**config.mk**
```make
export PLATFORM = sky130hd
export DESIGN_NAME = event_word_packer
export DESIGN_NICKNAME = d
export VERILOG_FILES = /design/src/rtl/event_word_packer.sv
export SDC_FILE = /design/constraint.sdc
export NUM_CORES = 1
export LEC_CHECK = 0
export CAP_MARGIN = 20
export CORE_AREA = 2 2 241 243
export CTS_BUF_LIST = sky130_fd_sc_hd__clkbuf_8
export DETAILED_ROUTE_END_ITERATION = 8
export DIE_AREA = 0 0 243 245
export PLACE_DENSITY = 0.62
export REMOVE_ABC_BUFFERS = 1
export SETUP_SLACK_MARGIN = 0.3
export SKIP_CTS_REPAIR_TIMING = 1
export SYNTH_ARGS = -nofsm -noshare
export SYNTH_HDL_FRONTEND = slang
export SYNTH_SLANG_ARGS = --single-unit
```
**constraint.sdc**
```tcl
create_clock -name clk_i -period 11.4 [get_ports clk_i]
set_input_delay 1.14 -clock clk_i [delete_from_list [all_inputs] [get_ports clk_i]]
set_output_delay 1.14 -clock clk_i [all_outputs]
set_load 0.05 [all_outputs]
```
**src/rtl/event_word_packer.sv**
```systemverilog
// event_word_packer: FIFO-buffered event serializer into WIDTH-bit words; optional EVT_DROP_ON_FULL_EN drops events on full
module event_word_packer #(
  parameter int ROW_ADD = 11,
  parameter int COL_ADD = 11,
  parameter int POLARITY = 2,
  parameter int SIZE = 34,
  parameter int WIDTH = 32,
  parameter int DEPTH = 8,
  localparam int EVT_W = SIZE + POLARITY + ROW_ADD + COL_ADD,
  localparam int NW = (EVT_W + WIDTH - 1) / WIDTH,
  localparam int CW = $clog2(DEPTH + 1)
) (
  input  logic                clk_i,
  input  logic                reset_i,
  input  logic                evt_valid_i,
  output logic                evt_ready_o,
  input  logic [ROW_ADD-1:0]  row_add_i,
  input  logic [COL_ADD-1:0]  col_add_i,
  input  logic [POLARITY-1:0] polarity_i,
  input  logic [SIZE-1:0]     timestamp_i,
  output logic                word_valid_o,
  input  logic                word_ready_i,
  output logic [WIDTH-1:0]    word_data_o,
  output logic                word_first_o,
  output logic                word_last_o,
  output logic [CW-1:0]       fifo_count_o
`ifdef EVT_DROP_ON_FULL_EN
  ,output logic [15:0]        drop_count_o
`endif
);
  localparam int PW = NW * WIDTH;
  localparam int AW = $clog2(DEPTH);
  localparam int IW = (NW > 1) ? $clog2(NW) : 1;
  typedef enum logic {IDLE, XFER} state_t;
  state_t state_q, state_d;
  logic [EVT_W-1:0] mem_q [DEPTH];
  logic [AW-1:0] wptr_q, wptr_d, rptr_q, rptr_d;
  logic [CW-1:0] count_q, count_d;
  logic [PW-1:0] shreg_q, shreg_d;
  logic [IW-1:0] idx_q, idx_d;
  logic [EVT_W-1:0] evt;
  logic full, wr, pop, last_w;
  assign evt = {timestamp_i, polarity_i, row_add_i, col_add_i};
  assign full = count_q == CW'(DEPTH);
  assign last_w = idx_q == IW'(NW - 1);
  assign wr = evt_valid_i && !full;
  assign pop = (count_q != '0) && (state_q == IDLE || (word_ready_i && last_w));
`ifdef EVT_DROP_ON_FULL_EN
  assign evt_ready_o = 1'b1;
`else
  assign evt_ready_o = !full;
`endif
  assign word_valid_o = state_q == XFER;
  assign word_data_o = word_valid_o ? shreg_q[WIDTH-1:0] : '0;
  assign word_first_o = word_valid_o && idx_q == '0;
  assign word_last_o = word_valid_o && last_w;
  assign fifo_count_o = count_q;
  // pointer/count bookkeeping and serializer next state; a pop on the last word chains the next event with no bubble
  always_comb begin
    state_d = state_q;
    shreg_d = shreg_q;
    idx_d = idx_q;
    wptr_d = wptr_q + AW'(wr);
    rptr_d = rptr_q + AW'(pop);
    count_d = count_q + CW'(wr) - CW'(pop);
    if (pop) begin
      state_d = XFER;
      shreg_d = PW'(mem_q[rptr_q]);
      idx_d = '0;
    end else if (state_q == XFER && word_ready_i) begin
      state_d = last_w ? IDLE : XFER;
      shreg_d = shreg_q >> WIDTH;
      idx_d = idx_q + 1'b1;
    end
  end
  // state registers
  always_ff @(posedge clk_i) begin
    if (reset_i) begin
      state_q <= IDLE;
      shreg_q <= '0;
      idx_q <= '0;
      wptr_q <= '0;
      rptr_q <= '0;
      count_q <= '0;
    end else begin
      state_q <= state_d;
      shreg_q <= shreg_d;
      idx_q <= idx_d;
      wptr_q <= wptr_d;
      rptr_q <= rptr_d;
      count_q <= count_d;
    end
  end
  // event storage, no reset needed since pointers gate it
  always_ff @(posedge clk_i) begin
    if (wr) mem_q[wptr_q] <= evt;
  end
`ifdef EVT_DROP_ON_FULL_EN
  logic [15:0] drop_q, drop_d;
  // saturating count of events arriving while full
  always_comb drop_d = (evt_valid_i && full && drop_q != 16'hFFFF) ? drop_q + 16'd1 : drop_q;
  // drop counter register
  always_ff @(posedge clk_i) begin
    if (reset_i) drop_q <= '0;
    else drop_q <= drop_d;
  end
  assign drop_count_o = drop_q;
`endif
endmodule

```
==> out/results.ini <==
[status]
outcome = complete, no violations

[clock_network]
htreeDepth = 3
clkTransAtPathRegs_ns = 0.06
cts_tree = built
clock_latency_ns = 0.63
cts.sinks = 534
cts_buffer_depth = 3
cts_root_buf = clkbuf_8
cts_made_buffers = 82

[sta]
tns_ns = 0
fin_crit_ns = 3.80
fmax_mhz = 263
finalCritPeriodShare_pct = 33.3
fin_skew_ns = 0.0239
grt_setup_unrepaired = no
slew_headroom_pct = 26.8
hold_violations = 0
hold_slack_ns = 0.473
finalSetupViolCount = 0
worst_slew_pin_slew_ns = 1.10
final_max_slew_viol_count = 0

[drt]
wire_per_inst_um = 22.7
drt_iter0_markers = 760
vias_per_cell = 5.05
vias = 9865
route.antenna.remaining_nets = 0
totalWireLength_um = 44400
drt_pass1_iterations = 7
drc_errors = 0

[power]
ir_drop_mv = 0.107
p_sw_w = 0.00149
seq_power_share_pct = 48.6
leakage_nw = 7.55
intPower_w = 0.00365
clockPowerShare_pct = 29.5
power.share.switching_pct = 29.0
p_comb_share_pct = 22.0
p_per_area_nw_per_um2 = 217

[logic_synthesis]
syn_area_per_cell_um2 = 20.9
ys.flop_type = edfxtp_1
synth_edf_count = 464
yosysMostFrequentCell = edfxtp_1
synthArstFlopShare_pct = 0
ys_ff_latch = 534
yosys_warnings = 0
yosys.area.top_type = edfxtp_1
synth_top_family_by_area = multiplexers
synth-compound-area-share_pct = 3.45
synth_common_cells = 464 x edfxtp_1, 86 x mux4_2, 70 x dfxtp_1
ys_seq_area_share_pct = 75.6
syn_inst = 970
yosysUniqueCellTypes = 36
synth_fa_ha_area_share_pct = 0.715
synth-xor-area-share_pct = 0.216
synth-simple-area-share_pct = 3.03
syn_area_um2 = 20300
synth.area.mux_share_pct = 15.2
yosysTopAreaCellShare_pct = 68.7
synthTopCellsByArea = edfxtp_1 69%, mux4_2 9.5%, dfxtp_1 6.9%

[worst_setup_path]
crit_chain = and2_1, clkdlybuf4s50_1
required_ns = 10.26
path_class = flip-flop to primary output
crit_fanout = 38
crit_path_end_kind = primary output
r2r-start = rptr_q[1]$_SDFF_PP0_
cp-start-kind = flip-flop
startpoint = word_valid_o$_SDFFE_PP0P_
critPathMaxStageDelay_ns = 0.84
crit_slowest_cell = clkdlybuf4s50_1
critPathArrivalTime_ns = 2.66

[die]
ios = 102
die_h_um = 245
rows = 88
die_x_um = 243
die_area_um2 = 59500
start_util_pct = 35.6
coreArea_um2 = 57000

[final_layout]
drive_gt1_share_pct = 23.0
area_delta_synth_final_pct = 16.9
layout.nets = 1188
stdcell_count = 1952
fin_area_um2 = 23700

[worst_hold_path]
worstHoldStart = shreg_q[29]$_SDFFE_PP0P_
hold_class = flip-flop to flip-flop

[flow_run]
cap_violations = 0

[global_routing]
grt_pass1_wl_um = 66400
grt_antenna_before_repair = 7
grt_overflow_total = 0
grt_usage_pct = 15.0
grt_max_degree = 68
grt_pass1_vias = 10600

[placed_design]
portBuffers = 101
dp_cells = 1796
dpl_cell_area_um2 = 22100
hpwl_um = 23500
place_congestion = 0.706

[power by group through the flow]
stage	sequential, W	clock [W]	combinational, W
finish	0.00250	0.00151	0.00113
global route	0.00252	0.00164	0.00121
CTS	0.00250	0.00155	0.00115
detailed placement	0.00254	0	0.00114
global placement	0.00254	0	0.00113
floorplan	0.00255	0	0.000780
[registers in the layout, summed over array words and instances, names as in the netlist]
signal        count
idx_q             1
mem_q           464
shreg_q          58
fifo_count_o      4
word_valid_o      1
rptr_q            3
wptr_q            3
[layout by cell type (no fill, tap or decap), drive strengths merged, types with 13 or more instances in the layout]
master           n
inv             35
a311oi          26
nand2           57
a22o            32
dfxtp           70
edfxtp         464
buf             16
mux2            32
clkdlybuf4s50  100
mux4           116
o22ai           26
clkbuf          92
nor2            13
and2            34
clkinv          29
[layer usage]
metal / routed length, um / share of wire, % / GRT usage (%) / up-vias
li1: - / - / - / 4326
met1: 18200 / 41 / 18.2 / 5197
met2: 23100 / 52 / 26.5 / 262
met3: 2230 / 5.0 / 3.15 / 72
met4: 806 / 1.8 / 5.14 / 8
met5: 56 / 0.13 / 0 / -
[worst paths after layout]
kind	end	slack, ns	cells after the start
worst max register to register	shreg_q[27]$_SDFFE_PP0P_	7.98	5
worst min register to register	shreg_q[29]$_SDFFE_PP0P_	0.47	1
worst min-delay path	shreg_q[29]$_SDFFE_PP0P_	0.47	1
worst max-delay path	word_data_o[8]	7.60	2
[cells by family (layout without fill, tap and decap cells)]
group / after synthesis / after routing
fa+ha+maj: 11 / 11
flops: 534 / 534
other cells: 0 / 3
buf+inv: 63 / 277
compound gates: 88 / 88
xor+xnor: 5 / 5
mux: 148 / 148
simple gates: 121 / 121
[cell type report]
class	instances	area, um^2
diodes	3	7.51
clock buffers	92	1270
clock inverters	61	332
fillers	5051	33300
inverters	8	32.5
multi-input cells	373	4660
flip-flops and latches	534	15300
well taps	765	957
repair buffers	116	1130
[critical path: cells and delay by family, from the launching register on]
kind	cells	cell delay, ns
buffers and inverters	1	0.84
flip-flops	1	0.83
AND/OR/NAND/NOR	1	0.34
[per-stage QoR]
stage	util (%)	setup slack (ns)	total power (W)
floorplan	-	5.28	0.00333
finish	41.6	7.60	0.00514
detailed placement	38.8	7.66	0.00369
global route	41.6	7.46	0.00537
global placement	38.8	7.69	0.00367
CTS	41.6	7.50	0.00520
Note: power is estimated with default switching activity, not from simulation.
